`config.mk`:
```
export PLATFORM = sky130hd
export DESIGN_NAME = mult_div_unit_flat
export DESIGN_NICKNAME = d
export VERILOG_FILES = /design/src/rtl/mdu_pkg.sv /design/src/rtl/mult_div_unit_if.sv /design/src/rtl/mdu_datapath.sv /design/src/rtl/mult_div_unit.sv /design/src/flat_wrapper.sv
export SDC_FILE = /design/constraint.sdc
export NUM_CORES = 1
export LEC_CHECK = 0
export ABC_CLOCK_PERIOD_IN_PS = 5100
export BUFFER_PORTS_ARGS = -buffer_cell sky130_fd_sc_hd__buf_2
export CAP_MARGIN = 20
export CELL_PAD_IN_SITES_DETAIL_PLACEMENT = 0
export CELL_PAD_IN_SITES_GLOBAL_PLACEMENT = 1
export CORE_MARGIN = 2
export CORE_UTILIZATION = 47
export DETAILED_ROUTE_END_ITERATION = 6
export GPL_TIMING_DRIVEN = 0
export PLACE_DENSITY_LB_ADDON = 0.1
export REMOVE_ABC_BUFFERS = 1
export SLEW_MARGIN = 15
export SYNTH_ARGS = -nofsm -noshare
export SYNTH_HDL_FRONTEND = slang
export SYNTH_SLANG_ARGS = --single-unit
```
`constraint.sdc`:
```
create_clock -name clk -period 5.1 [get_ports clk]
set_input_delay 0.51 -clock clk [delete_from_list [all_inputs] [get_ports clk]]
set_output_delay 0.51 -clock clk [all_outputs]
set_load 0.01 [all_outputs]
```
`src/rtl/mdu_pkg.sv`:
```
// Shared encodings for the iterative multiply/divide unit: op codes, FSM states, counter width.
// Latency: none (declarations only).
// Backpressure: none (declarations only).
package mdu_pkg;

  localparam int MDU_N = 32;

  // op[1] selects divide, op[0] selects signed
  localparam logic [1:0] OP_MULTU = 2'b00;
  localparam logic [1:0] OP_MULT  = 2'b01;
  localparam logic [1:0] OP_DIVU  = 2'b10;
  localparam logic [1:0] OP_DIV   = 2'b11;

  typedef enum logic [1:0] {
    S_IDLE = 2'd0,
    S_RUN  = 2'd1,
    S_FIX  = 2'd2
  } state_e;

  function automatic int cnt_width(input int n);
    return (n > 1) ? $clog2(n) : 1;
  endfunction

  localparam int CNT_W = cnt_width(MDU_N);

  function automatic logic op_is_div(input logic [1:0] op);
    return op[1];
  endfunction

  function automatic logic op_is_signed(input logic [1:0] op);
    return op[0];
  endfunction

endpackage

```
`src/rtl/mult_div_unit_if.sv`:
```
// Request/result bundle between control and the multiply/divide unit.
// Latency: none (wiring only).
// Backpressure: control must hold off on busy; start/mthi/mtlo are ignored while busy.
interface mult_div_unit_if #(parameter int N = 32);
  logic         start;
  logic [1:0]   op;
  logic [N-1:0] src_a;
  logic [N-1:0] src_b;
  logic         mthi;
  logic         mtlo;
  logic [N-1:0] wdata;
  logic         rd_sel;
  logic         busy;
  logic         done;
  logic [N-1:0] hi;
  logic [N-1:0] lo;
  logic [N-1:0] rd_data;

  modport master (
    output start, op, src_a, src_b, mthi, mtlo, wdata, rd_sel,
    input  busy, done, hi, lo, rd_data
  );

  modport slave (
    input  start, op, src_a, src_b, mthi, mtlo, wdata, rd_sel,
    output busy, done, hi, lo, rd_data
  );
endinterface

```
`src/rtl/mdu_datapath.sv`:
```
// Magnitude shift-add multiplier / restoring divider with sign fix-up of the final result.
// Latency: one step per i_step; o_res_* valid combinationally after N steps.
// Backpressure: none; the controlling FSM sequences i_load and i_step.
module mdu_datapath
  import mdu_pkg::*;
#(
  parameter int N = MDU_N
) (
  input  logic         clk,
  input  logic         rst_n,
  input  logic         i_load,
  input  logic         i_step,
  input  logic [1:0]   i_op,
  input  logic [N-1:0] i_src_a,
  input  logic [N-1:0] i_src_b,
  output logic [N-1:0] o_res_hi,
  output logic [N-1:0] o_res_lo
);

  // r_acc: product high half / partial remainder; r_q: multiplier / dividend->quotient
  logic [N-1:0] r_acc;
  logic [N-1:0] r_q;
  logic [N-1:0] r_b;
  logic         r_is_div;
  logic         r_neg_q;
  logic         r_neg_r;

  logic         w_signed;
  logic         w_div;
  logic [N-1:0] w_abs_a;
  logic [N-1:0] w_abs_b;
  logic [N-1:0] w_addend;
  logic [N:0]   w_sum;
  logic [N:0]   w_rem_sh;
  logic         w_ge;
  logic [N-1:0] w_sub;
  logic [2*N-1:0] w_prod;
  logic [2*N-1:0] w_prod_fix;
  logic [N-1:0] w_quo_fix;
  logic [N-1:0] w_rem_fix;

  assign w_signed = op_is_signed(i_op);
  assign w_div    = op_is_div(i_op);

  // Magnitudes read as unsigned N-bit values, so |-2^(N-1)| = 2^(N-1) is exact.
  assign w_abs_a = (w_signed && i_src_a[N-1]) ? -i_src_a : i_src_a;
  assign w_abs_b = (w_signed && i_src_b[N-1]) ? -i_src_b : i_src_b;

  // Multiply step: add multiplicand when the current multiplier bit is set, then shift right.
  assign w_addend = r_q[0] ? r_b : '0;
  assign w_sum    = {1'b0, r_acc} + {1'b0, w_addend};

  // Divide step: shift next dividend bit into the remainder and trial-subtract the divisor.
  // A zero divisor never borrows, giving an all-ones quotient and remainder = dividend.
  assign w_rem_sh = {r_acc, r_q[N-1]};
  assign w_ge     = (w_rem_sh >= {1'b0, r_b});
  assign w_sub    = w_rem_sh[N-1:0] - r_b;

  // Latch operands on launch, then iterate one bit per step.
  always_ff @(posedge clk or negedge rst_n) begin
    if (!rst_n) begin
      r_acc    <= '0;
      r_q      <= '0;
      r_b      <= '0;
      r_is_div <= 1'b0;
      r_neg_q  <= 1'b0;
      r_neg_r  <= 1'b0;
    end else if (i_load) begin
      r_acc    <= '0;
      r_q      <= w_div ? w_abs_a : w_abs_b;
      r_b      <= w_div ? w_abs_b : w_abs_a;
      r_is_div <= w_div;
      r_neg_q  <= w_signed && (i_src_a[N-1] ^ i_src_b[N-1]);
      r_neg_r  <= w_signed && i_src_a[N-1];
    end else if (i_step) begin
      if (r_is_div) begin
        r_acc <= w_ge ? w_sub : w_rem_sh[N-1:0];
        r_q   <= {r_q[N-2:0], w_ge};
      end else begin
        r_acc <= w_sum[N:1];
        r_q   <= {w_sum[0], r_q[N-1:1]};
      end
    end
  end

  assign w_prod     = {r_acc, r_q};
  assign w_prod_fix = r_neg_q ? -w_prod : w_prod;
  assign w_quo_fix  = r_neg_q ? -r_q : r_q;
  assign w_rem_fix  = r_neg_r ? -r_acc : r_acc;

  assign o_res_hi = r_is_div ? w_rem_fix : w_prod_fix[2*N-1:N];
  assign o_res_lo = r_is_div ? w_quo_fix : w_prod_fix[N-1:0];

endmodule

```
`src/rtl/mult_div_unit.sv`:
```
// Iterative 32-bit MULT/MULTU/DIV/DIVU with architectural HI/LO and MTHI/MTLO writes.
// Latency: start at edge 0 -> busy for N+1 cycles -> done pulse with new HI/LO in cycle N+2.
// Backpressure: busy stalls control; start/mthi/mtlo are dropped while busy.
module mult_div_unit
  import mdu_pkg::*;
#(
  parameter int N = MDU_N
) (
  input logic             clk,
  input logic             rst_n,
  mult_div_unit_if.slave  bus
);

  localparam int            CW   = cnt_width(N);
  localparam logic [CW-1:0] LAST = CW'(N - 1);

  state_e        r_state;
  state_e        w_state_nxt;
  logic [CW-1:0] r_count;
  logic [N-1:0]  r_hi;
  logic [N-1:0]  r_lo;
  logic          r_done;
  logic          w_load;
  logic          w_step;
  logic          w_fix;
  logic [N-1:0]  w_res_hi;
  logic [N-1:0]  w_res_lo;

  mdu_datapath #(.N(N)) u_datapath (
    .clk      (clk),
    .rst_n    (rst_n),
    .i_load   (w_load),
    .i_step   (w_step),
    .i_op     (bus.op),
    .i_src_a  (bus.src_a),
    .i_src_b  (bus.src_b),
    .o_res_hi (w_res_hi),
    .o_res_lo (w_res_lo)
  );

  // State register.
  always_ff @(posedge clk or negedge rst_n) begin
    if (!rst_n) r_state <= S_IDLE;
    else        r_state <= w_state_nxt;
  end

  // Next state and per-state strobes: launch in IDLE, iterate in RUN, commit in FIX.
  always_comb begin
    w_state_nxt = r_state;
    w_load      = 1'b0;
    w_step      = 1'b0;
    w_fix       = 1'b0;
    case (r_state)
      S_IDLE: begin
        if (bus.start) begin
          w_load      = 1'b1;
          w_state_nxt = S_RUN;
        end
      end
      S_RUN: begin
        w_step = 1'b1;
        if (r_count == LAST) w_state_nxt = S_FIX;
      end
      S_FIX: begin
        w_fix       = 1'b1;
        w_state_nxt = S_IDLE;
      end
      default: w_state_nxt = S_IDLE;
    endcase
  end

  // Iteration counter, restarted on each launch.
  always_ff @(posedge clk or negedge rst_n) begin
    if (!rst_n)      r_count <= '0;
    else if (w_load) r_count <= '0;
    else if (w_step) r_count <= r_count + CW'(1);
  end

  // HI/LO: result commit at FIX; MTHI/MTLO only in IDLE and only when no start competes.
  always_ff @(posedge clk or negedge rst_n) begin
    if (!rst_n) begin
      r_hi <= '0;
      r_lo <= '0;
    end else if (w_fix) begin
      r_hi <= w_res_hi;
      r_lo <= w_res_lo;
    end else if (r_state == S_IDLE && !bus.start) begin
      if (bus.mthi) r_hi <= bus.wdata;
      if (bus.mtlo) r_lo <= bus.wdata;
    end
  end

  // Done pulse in the cycle after FIX, aligned with the new HI/LO.
  always_ff @(posedge clk or negedge rst_n) begin
    if (!rst_n) r_done <= 1'b0;
    else        r_done <= w_fix;
  end

  assign bus.busy    = (r_state != S_IDLE);
  assign bus.done    = r_done;
  assign bus.hi      = r_hi;
  assign bus.lo      = r_lo;
  assign bus.rd_data = bus.rd_sel ? r_hi : r_lo;

endmodule

```
`src/flat_wrapper.sv`:
```
// flat-port wrapper written by rule: the top's interface ports become plain ports
module mult_div_unit_flat import mdu_pkg::*;
#(
  parameter int N = MDU_N
)
  (clk, rst_n, bus_start, bus_op, bus_src_a, bus_src_b, bus_mthi, bus_mtlo, bus_wdata, bus_rd_sel, bus_busy, bus_done, bus_hi, bus_lo, bus_rd_data);
  mult_div_unit_if #(.N(N)) bus_i ();
  input logic clk;
  input logic rst_n;
  input wire logic [$bits(bus_i.start)-1:0] bus_start;
  input wire logic [$bits(bus_i.op)-1:0] bus_op;
  input wire logic [$bits(bus_i.src_a)-1:0] bus_src_a;
  input wire logic [$bits(bus_i.src_b)-1:0] bus_src_b;
  input wire logic [$bits(bus_i.mthi)-1:0] bus_mthi;
  input wire logic [$bits(bus_i.mtlo)-1:0] bus_mtlo;
  input wire logic [$bits(bus_i.wdata)-1:0] bus_wdata;
  input wire logic [$bits(bus_i.rd_sel)-1:0] bus_rd_sel;
  output wire logic [$bits(bus_i.busy)-1:0] bus_busy;
  output wire logic [$bits(bus_i.done)-1:0] bus_done;
  output wire logic [$bits(bus_i.hi)-1:0] bus_hi;
  output wire logic [$bits(bus_i.lo)-1:0] bus_lo;
  output wire logic [$bits(bus_i.rd_data)-1:0] bus_rd_data;
  assign bus_i.start = bus_start;
  assign bus_i.op = bus_op;
  assign bus_i.src_a = bus_src_a;
  assign bus_i.src_b = bus_src_b;
  assign bus_i.mthi = bus_mthi;
  assign bus_i.mtlo = bus_mtlo;
  assign bus_i.wdata = bus_wdata;
  assign bus_i.rd_sel = bus_rd_sel;
  assign bus_busy = bus_i.busy;
  assign bus_done = bus_i.done;
  assign bus_hi = bus_i.hi;
  assign bus_lo = bus_i.lo;
  assign bus_rd_data = bus_i.rd_data;
  mult_div_unit #(.N(N)) u_core (.clk(clk), .rst_n(rst_n), .bus(bus_i));
endmodule
```
==> results of run 1 <==
kinds of logic (layout without fill, tap and decap cells):
logic type / after synthesis / count (layout) / share of synthesized area (%)
fa+ha+maj: 72 / 72 / 6.143
simple gates: 598 / 598 / 19.16
buf+inv: 180 / 320 / 4.607
xor+xnor: 170 / 170 / 9.987
compound gates: 615 / 615 / 25.52
mux: 80 / 80 / 5.883
other cells: 0 / 1 / 0
flops: 171 / 171 / 28.70
metrics by stage:
step | utilization [%] | worst slack, ps | area (µm²) | instances
detailed placement | 51.86 | 668.8 | 16280 | 2395
global placement | 51.00 | -249.4 | 16010 | 2383
global route | 53.81 | 322.4 | 16890 | 2429
floorplan | - | 1539 | 14500 | 1780
CTS | 53.73 | 634.0 | 16870 | 2427
finish | 53.81 | 559.8 | 16890 | 2429
routing by layer:
layer  GRT usage [%]  part of all wire, %  vias up  routed length, µm
met1           42.89                   45     7018              23590
li1                -                    -     7076                  -
met5               0                0.021        -                 11
met3           7.603                  7.7       79               4057
met2           48.38                   44      553              22940
met4           11.81                  3.4        2               1765
power by group through the flow:
| stage | Sequential (mW) | Combinational [mW] | Clock, mW |
|---|---|---|---|
| 6_report | 3.05 | 8.20 | 1.34 |
| 5_1_grt | 3.14 | 9.03 | 1.41 |
| 4_1_cts | 3.01 | 8.11 | 1.36 |
| 3_5_place_dp | 3.04 | 8.06 | 0 |
| 3_3_place_gp | 3.06 | 7.83 | 0 |
| 2_1_floorplan | 2.81 | 5.54 | 0 |
cell type report:
cell class                 instances  area (µm²)  share of cell area [%]
multi-input combinational       1535        9981                   59.09
tap                              402       503.0                   2.978
timing repair buffer             214        1257                   7.444
sequential                       171        4280                   25.34
clock buffer                      20       456.7                   2.704
inverter                          74       279.0                   1.652
clock inverter                    12       131.4                  0.7778
antenna                            1       2.502                 0.01481
worst paths after layout:
kind,start,to,slack (ps),cells past startpoint
max in group asynchronous,rst_n,u_core.bus.lo[18],4210,2
min in group clk,bus_wdata[23],u_core.bus.hi[23],330,3
setup / recovery,u_core.u_datapath.r_q[0],u_core.u_datapath.r_acc[30],560,14
setup reg to reg,u_core.u_datapath.r_q[0],u_core.u_datapath.r_acc[30],560,14
hold reg to reg,u_core.u_datapath.r_b[11],u_core.u_datapath.r_b[11],480,2
hold / removal,rst_n,u_core.u_datapath.r_acc[16],-6,1
layout by cell type (no fill, tap or decap), types with 6 or more instances in the layout:
cell type and instances:
xor2_1 81, mux2_2 61, dfrtp_1 170, a31oi_1 22, o41ai_1 12, o21ai_0 185, nor3_1 34, o31ai_1 21
a221oi_1 15, nor4_1 7, o2111ai_1 6, a21oi_1 178, nand2_1 210, nand3_1 20, mux2i_1 19, nand4_1 10
or2_2 10, nand2b_1 16, inv_1 73, a22oi_1 14, buf_2 199, o221ai_1 15, or3_1 24, a21boi_0 6
xnor2_1 89, o21a_1 8, ha_1 70, a22o_1 6, or4_1 10, o21bai_1 7, nor2b_1 10, nor2_1 173
clkbuf_16 17, and2_1 11, a21o_1 28, o22ai_1 33, a211oi_1 12, and3_1 19
sequential cells by signal, indices dropped and copies added (netlist names):
signal / cells
u_core.bus.hi: 32
u_core.bus.lo: 32
u_core.u_datapath.r_acc: 32
u_core.u_datapath.r_b: 32
u_core.u_datapath.r_q: 32
u_core.r_count: 5
u_core.r_state: 2
u_core.bus.done: 1
u_core.u_datapath.r_is_div: 1
u_core.u_datapath.r_neg_q: 1
u_core.u_datapath.r_neg_r: 1
worst max-delay path, cell delays in order (launching register included):
cell       delay (ps)
dfrtp_1           480
inv_1             510
buf_16            230
nor2_1             70
ha_1              400
and3_1            300
nand2_1           170
a2111oi_0         350
buf_1             230
nor3_1            120
o21ai_0           690
a41oi_1           260
o21ai_0           290
xnor2_1           160
o21ai_0            90
==> metrics, run 1 <==
Slew @ Worst Pin 1017 ps; final-stage net count 2189; die area 33160 µm²; Post-CTS Hold Fix Bufs 0; CTS tree done; total grt overflow 0; DRT Wirelength 52360 µm; Worst Hold Slack -6.394 ps; largest net degree at the start of global routing 97; Remaining DRCs 0; Yosys reg bits 171; maximum level of the CTS H-tree 4; vias in the first global route 13670; Synth cell types 82; row cnt 65; die width 182.1 µm; Crit path arrival time 4840 ps; Synth Area per Inst 7.905 µm²; top-area cell type share of the netlist area 28.70%; detailed-placement wirelength estimate 41080 µm; clock network fraction of design power 10.7%; Setup crit end kind register; Clock transition at path regs 70 ps; Synth Instances 1886; Layout area overhead 13.29%; worst rel slew slack 32.18%; total power draw 12.60 mW; share of cells above drive strength 1 17.32%; die height 182.1 µm; outcome finished with violations; CTS Root Cell clkbuf_16; asr flop ratio synth 100.0%; clk_skew 13.21 ps; Total GRT Usage 31.44%; Sequential Power Share 24.2%; Netlist Area Pre-Place 14910 µm²; setup TNS 0 ps; crit start category register; switching share of total power 51.09%; internal power 6.162 mW; Main synth FF type dfrtp_1; Starting Density 47.49%; sequential area share after synthesis 28.70%; latest clock arrival within the worst-skew pair 460 ps; clock buffer depth 2; LEAKAGE 7.405 nW; I/O Buffers 201; Tcrit/Tclk final 89.02%; RSZ-0062 raised after global routing no; Pre-antenna DRT Iters 6; fill count 3060; initial antenna violation count 2; CP Max Fanout 19; Final Wtd Congestion 0.8954; Slew Viols, Final 0; failing checks hold timing; yosys warns 0; cts bufs inserted 17; Clock Sinks 171; power per cell area 745.9 nW/µm²; post-CTS setup buffers 0; Avg WL per Cell 21.56 µm; # IOs 202; first-pass GRT wire length 79850 µm; min Tclk post-route 4540 ps; Peak VDD IR 378.2 µV; PostCTS Resize Cnt 0; Initial DRC Count 1208; sw power 6.437 mW; cell taking the most area after synthesis dfrtp_1; max-cap violation count 0; Hold WC Path Type in -> async; Final Hold Fails 2; Synth top cells by count 210 x nand2_1, 185 x o21ai_0, 179 x a21oi_1; Worst EP required 5400 ps; Crit Path Category reg -> reg; # setup viols final 0; combinational cell fraction of total power 65.1%; most frequent cell after synthesis nand2_1; Post-DRT Antenna Nets 0; number of synthesized flops with an enable pin 0; Vias 14730; core area 31390 µm²; achievable frequency 220.3 MHz; largest cells by area after synthesis dfrtp_1 29%, o21ai_0 6.2%, a21oi_1 6.0%, ha_1 5.9%, nand2_1 5.3%; via density per instance 6.063
(Power assumes the default switching activity.)
==> run 2: changes to the inputs <==
Settings changed: CORE_UTILIZATION 47 to 40, CTS_CLUSTER_SIZE set to 30.
==> metrics, run 2 (same netlist as run 1, synthesis figures left out) <==
Crit-path slowest cell a2111oi_0; Crit path arrival time 4940 ps; Final Hold Fails 0; fill count 3759; Avg WL per Cell 22.00 µm; DRT Wirelength 54880 µm; die area 38830 µm²; maximum level of the CTS H-tree 4; Finished Layout Cells 2495; Placed Cells 2458; achievable frequency 214.9 MHz; Initial DRC Count 909; cell mode on critical path o21ai_0; RSZ-0062 raised after global routing no; row cnt 70; CTS Root Cell clkbuf_16; hold path depth 3; Slew @ Worst Pin 1093 ps; core area 36700 µm²; crit path buf inv count 2; vias in the first global route 13760; Crit Path Category reg -> reg; die height 197.1 µm; total grt overflow 0; setup TNS 0 ps; most frequent cells in the layout 210 x nand2_1, 199 x buf_2, 185 x o21ai_0, 178 x a21oi_1, 173 x nor2_1; crit start category register; Vias 14630; # IOs 202; Total GRT Usage 28.14%; Worst EP required 5390 ps; cts bufs inserted 17; Worst Hold Slack 328.0 ps; CTS tree done; post-CTS setup buffers 0; total power draw 12.55 mW; Clock Sinks 171; PostCTS Resize Cnt 0; Top delay family on crit path compound AO/OA/AOI/OAI gates; share of cells above drive strength 1 17.20%; max-cap violation count 0; latest clock arrival within the worst-skew pair 450 ps; most common cell after layout, fill and taps aside nand2_1; I/O Buffers 201; Pre-antenna DRT Iters 5; CP Max Fanout 18; clk_skew 11.40 ps; Post-DRT Antenna Nets 0; Final Wtd Congestion 0.8830; die width 197.1 µm; WP depth 13; first-pass GRT wire length 82790 µm; Setup crit end kind register; Clock transition at path regs 70 ps; min Tclk post-route 4654 ps; reg2reg path depth 13; initial antenna violation count 4; Layout area overhead 13.84%; outcome finished clean; largest net degree at the start of global routing 97; worst rel slew slack 27.16%; Max stage delay on crit path 640 ps; Hold WC Path Type in -> reg; # setup viols final 0; CP cell instances inv_1 -> buf_16 -> nor2_1 -> ha_1 -> and3_1 -> nand4_1 -> a2111oi_0 -> nor3_1 -> o21ai_0 -> a31oi_1 -> xnor2_1 -> a22oi_1 -> o21ai_0; Slew Viols, Final 0; Placed Area 16350 µm²; detailed-placement wirelength estimate 43260 µm; clock buffer depth 2; Tcrit/Tclk final 91.26%; power per cell area 739.3 nW/µm²; Starting Density 40.63%; via density per instance 5.863; LEAKAGE 7.397 nW; final-stage net count 2186; Remaining DRCs 0; Peak VDD IR 285.0 µV; post-route cell area 16970 µm²
[run 2: layer usage]
layer	global-route usage, %	wire length [µm]
met4	8.744	1329
met1	39.21	25760
met3	4.012	2856
met5	0	0
met2	45.14	24940
[run 2: path summary, 6_finish.rpt]
path / start / to / slack (ps)
max: u_core.u_datapath.r_q[0] / u_core.u_datapath.r_acc[22] / 450
min: bus_wdata[23] / u_core.bus.hi[23] / 330
max reg2reg: u_core.u_datapath.r_q[0] / u_core.u_datapath.r_acc[22] / 450
min reg2reg: u_core.u_datapath.r_b[8] / u_core.u_datapath.r_b[8] / 480
max in group asynchronous: rst_n / u_core.u_datapath.r_is_div / 3510
min in group asynchronous: rst_n / u_core.u_datapath.r_acc[1] / 510
[run 2: repair_timing]
action                     CTS  global route
hold buffers                 1             0
setup endpoints to repair    0             0
hold endpoints to repair    31             0
[run 2: stage by stage]
stage | setup WS (ps) | utilization (%)
CTS | 596.0 | 46.22
finish | 445.7 | 46.25
global placement | -187.4 | 43.85
global route | 154.9 | 46.24
detailed placement | 600.2 | 44.57
floorplan | 1539 | -
[run 2: worst min-delay path, cell delays in order]
cell and delay (ps):
buf_2 100, nand2_1 60, a31oi_1 80
[run 2: cell type report]
type                    count  area [µm²]  area share [%]
multi-input cells        1535        9996           58.89
flip-flops and latches    171        4283           25.23
repair buffers            211        1224           7.210
well taps                 468       585.6           3.450
clock buffers              21       460.4           2.713
inverters                  74       279.0           1.644
clock inverters            11       135.1          0.7962
diodes                      4       10.01         0.05898
[run 2: power by group]
part | total [mW] | leakage, nW | switching, mW | internal [mW]
registers | 3.11 | 2.04 | 1.09 | 2.03
logic | 8.06 | 5.06 | 4.64 | 3.41
clock network | 1.38 | 0.292 | 0.619 | 0.759
==> run 3: changes to the inputs <==
Settings changed: CORE_ASPECT_RATIO set to 1.75.
==> metrics, run 3 (same netlist as run 1, synthesis figures left out) <==
Crit Path Category reg -> reg; first-pass GRT wire length 78560 µm; Initial DRC Count 720; outcome finished clean; achievable frequency 207.7 MHz; Met3 Wirelength 1522 µm; most frequent cells in the layout 210 x nand2_1, 199 x buf_2, 185 x o21ai_0, 178 x a21oi_1, 173 x nor2_1; LEAKAGE 7.389 nW; reg2reg end u_core.u_datapath.r_acc[30]; Placed Area 16340 µm²; Crit path arrival time 5120 ps; # setup viols final 0; I/O Buffers 201; clk_skew 11.33 ps; CP cell instances clkinvlp_4 -> nor2_1 -> ha_1 -> and3_1 -> nand2_1 -> a2111oi_1 -> nor3_1 -> o21ai_0 -> a41oi_1 -> o21ai_0 -> xnor2_1 -> o21ai_0; Avg WL per Cell 20.22 µm; Layout area overhead 13.84%; power per cell area 732.6 nW/µm²; die area 38890 µm²; cell mode on critical path o21ai_0; detailed-placement wirelength estimate 39890 µm; fill count 3814; # diodes 0; Worst EP required 5410 ps; Multi-input gate area 9992 µm²; Hold WC Path Type in -> reg; latest clock arrival within the worst-skew pair 460 ps; share of cells above drive strength 1 17.33%; Starting Density 40.55%; initial antenna violation count 0; RSZ-0062 raised after global routing no; total grt overflow 0; Vias 14280; post-CTS setup buffers 0; die height 259.4 µm; DR top layer met4; Crit-path slowest cell dfrtp_1; sequential cell area 4283 µm²; Final Wtd Congestion 0.9077; CTS Root Cell clkbuf_16; via density per instance 5.713; met2 WL 25530 µm; Max stage delay on crit path 760 ps; post-route cell area 16970 µm²; vias in the first global route 14130; core area 36770 µm²; Remaining DRCs 0; worst r2r src u_core.u_datapath.r_q[0]; die width 149.9 µm; hold path depth 3; Total GRT Usage 25.97%; Place WS -44.53 ps; worst rel slew slack 27.46%; Hold Path Origin bus_wdata[3]; largest net degree at the start of global routing 97; Slew Viols, Final 0; CTS tree done; Setup crit end kind register; hold endpoint u_core.bus.hi[3]; Clock Sinks 171; reg2reg path depth 12; crit start category register; min Tclk post-route 4816 ps; DRT Wirelength 50550 µm; # IOs 202; Final Hold Fails 0; Pre-antenna DRT Iters 5; wl on met1 21150 µm; Peak VDD IR 255.2 µV; Slew @ Worst Pin 1086 ps; Clock transition at path regs 80 ps; max-cap violation count 0; Tcrit/Tclk final 94.43%; R2R setup slack 280 ps; Post-DRT Antenna Nets 0; setup ws final 284.2 ps; cts bufs inserted 17; row cnt 93; CP Max Fanout 16; maximum level of the CTS H-tree 4; final-stage net count 2188; clock buffer depth 2; most common cell after layout, fill and taps aside nand2_1
## run 3: worst max-delay path by stage
stage,start,to,depth (start not counted)
2_1_floorplan,u_core.u_datapath.r_acc[25],u_core.u_datapath.r_acc[30],10
3_3_place_gp,u_core.u_datapath.r_is_div,u_core.bus.hi[3],6
3_5_place_dp,u_core.u_datapath.r_q[0],u_core.u_datapath.r_acc[30],12
4_1_cts,u_core.u_datapath.r_q[0],u_core.u_datapath.r_acc[30],12
5_1_grt,u_core.u_datapath.r_q[0],u_core.u_datapath.r_acc[30],12
6_report,u_core.u_datapath.r_q[0],u_core.u_datapath.r_acc[30],12
## run 3: final cells by class
| cell class | count | area share (%) |
|---|---|---|
| well taps | 475 | 3.502 |
| clock buffers | 18 | 2.529 |
| multi-input cells | 1535 | 58.87 |
| flip-flops and latches | 171 | 25.23 |
| clock inverters | 14 | 0.9362 |
| repair buffers | 212 | 7.232 |
| repair inverters | 1 | 0.02949 |
| inverters | 74 | 1.666 |
## run 3: power breakdown
group	leakage [nW]	total, mW	switching [mW]	internal, mW
logic	5.06	8.06	4.66	3.41
registers	2.04	3.00	0.975	2.03
clock network	0.288	1.37	0.633	0.733
total	7.39	12.4	6.26	6.17
## run 3: per-stage QoR
step | setup TNS (ps) | hold WS, ps | utilization (%) | instances | power (mW)
after floorplan | 0 | 214.4 | - | 1780 | 8.351
after global placement | -1307 | 464.5 | 43.79 | 2456 | 10.82
after detailed placement | -44.53 | 453.3 | 44.45 | 2465 | 11.00
after CTS | 0 | 297.9 | 46.09 | 2498 | 12.42
after global routing | 0 | 332.7 | 46.16 | 2500 | 13.48
final | 0 | 323.0 | 46.16 | 2500 | 12.43
## run 3: what timing repair did
action                     in CTS  in global routing
resized for setup               1                  1
cloned                          0                  1
hold endpoints to repair       48                  0
setup endpoints to repair       2                  5
hold buffers                    1                  0
## run 3: per-layer routing
metal  track usage [%]  vias to the layer above
li1                  -                     7065
met3             1.793                       98
met4             12.66                        0
met2             46.85                      369
met1             30.80                     6750
met5                 0                        -
## run 3: critical path: cells and delay by family, from the launching register on
| kind | cells | cell delay, ps |
|---|---|---|
| AOI/OAI and AO/OA | 5 | 1930 |
| and+or+nand+nor | 4 | 1000 |
| xor gates and xnor gates | 1 | 150 |
| DFF | 1 | 760 |
| buffers and inverters | 1 | 520 |
| adders and majority gates | 1 | 270 |
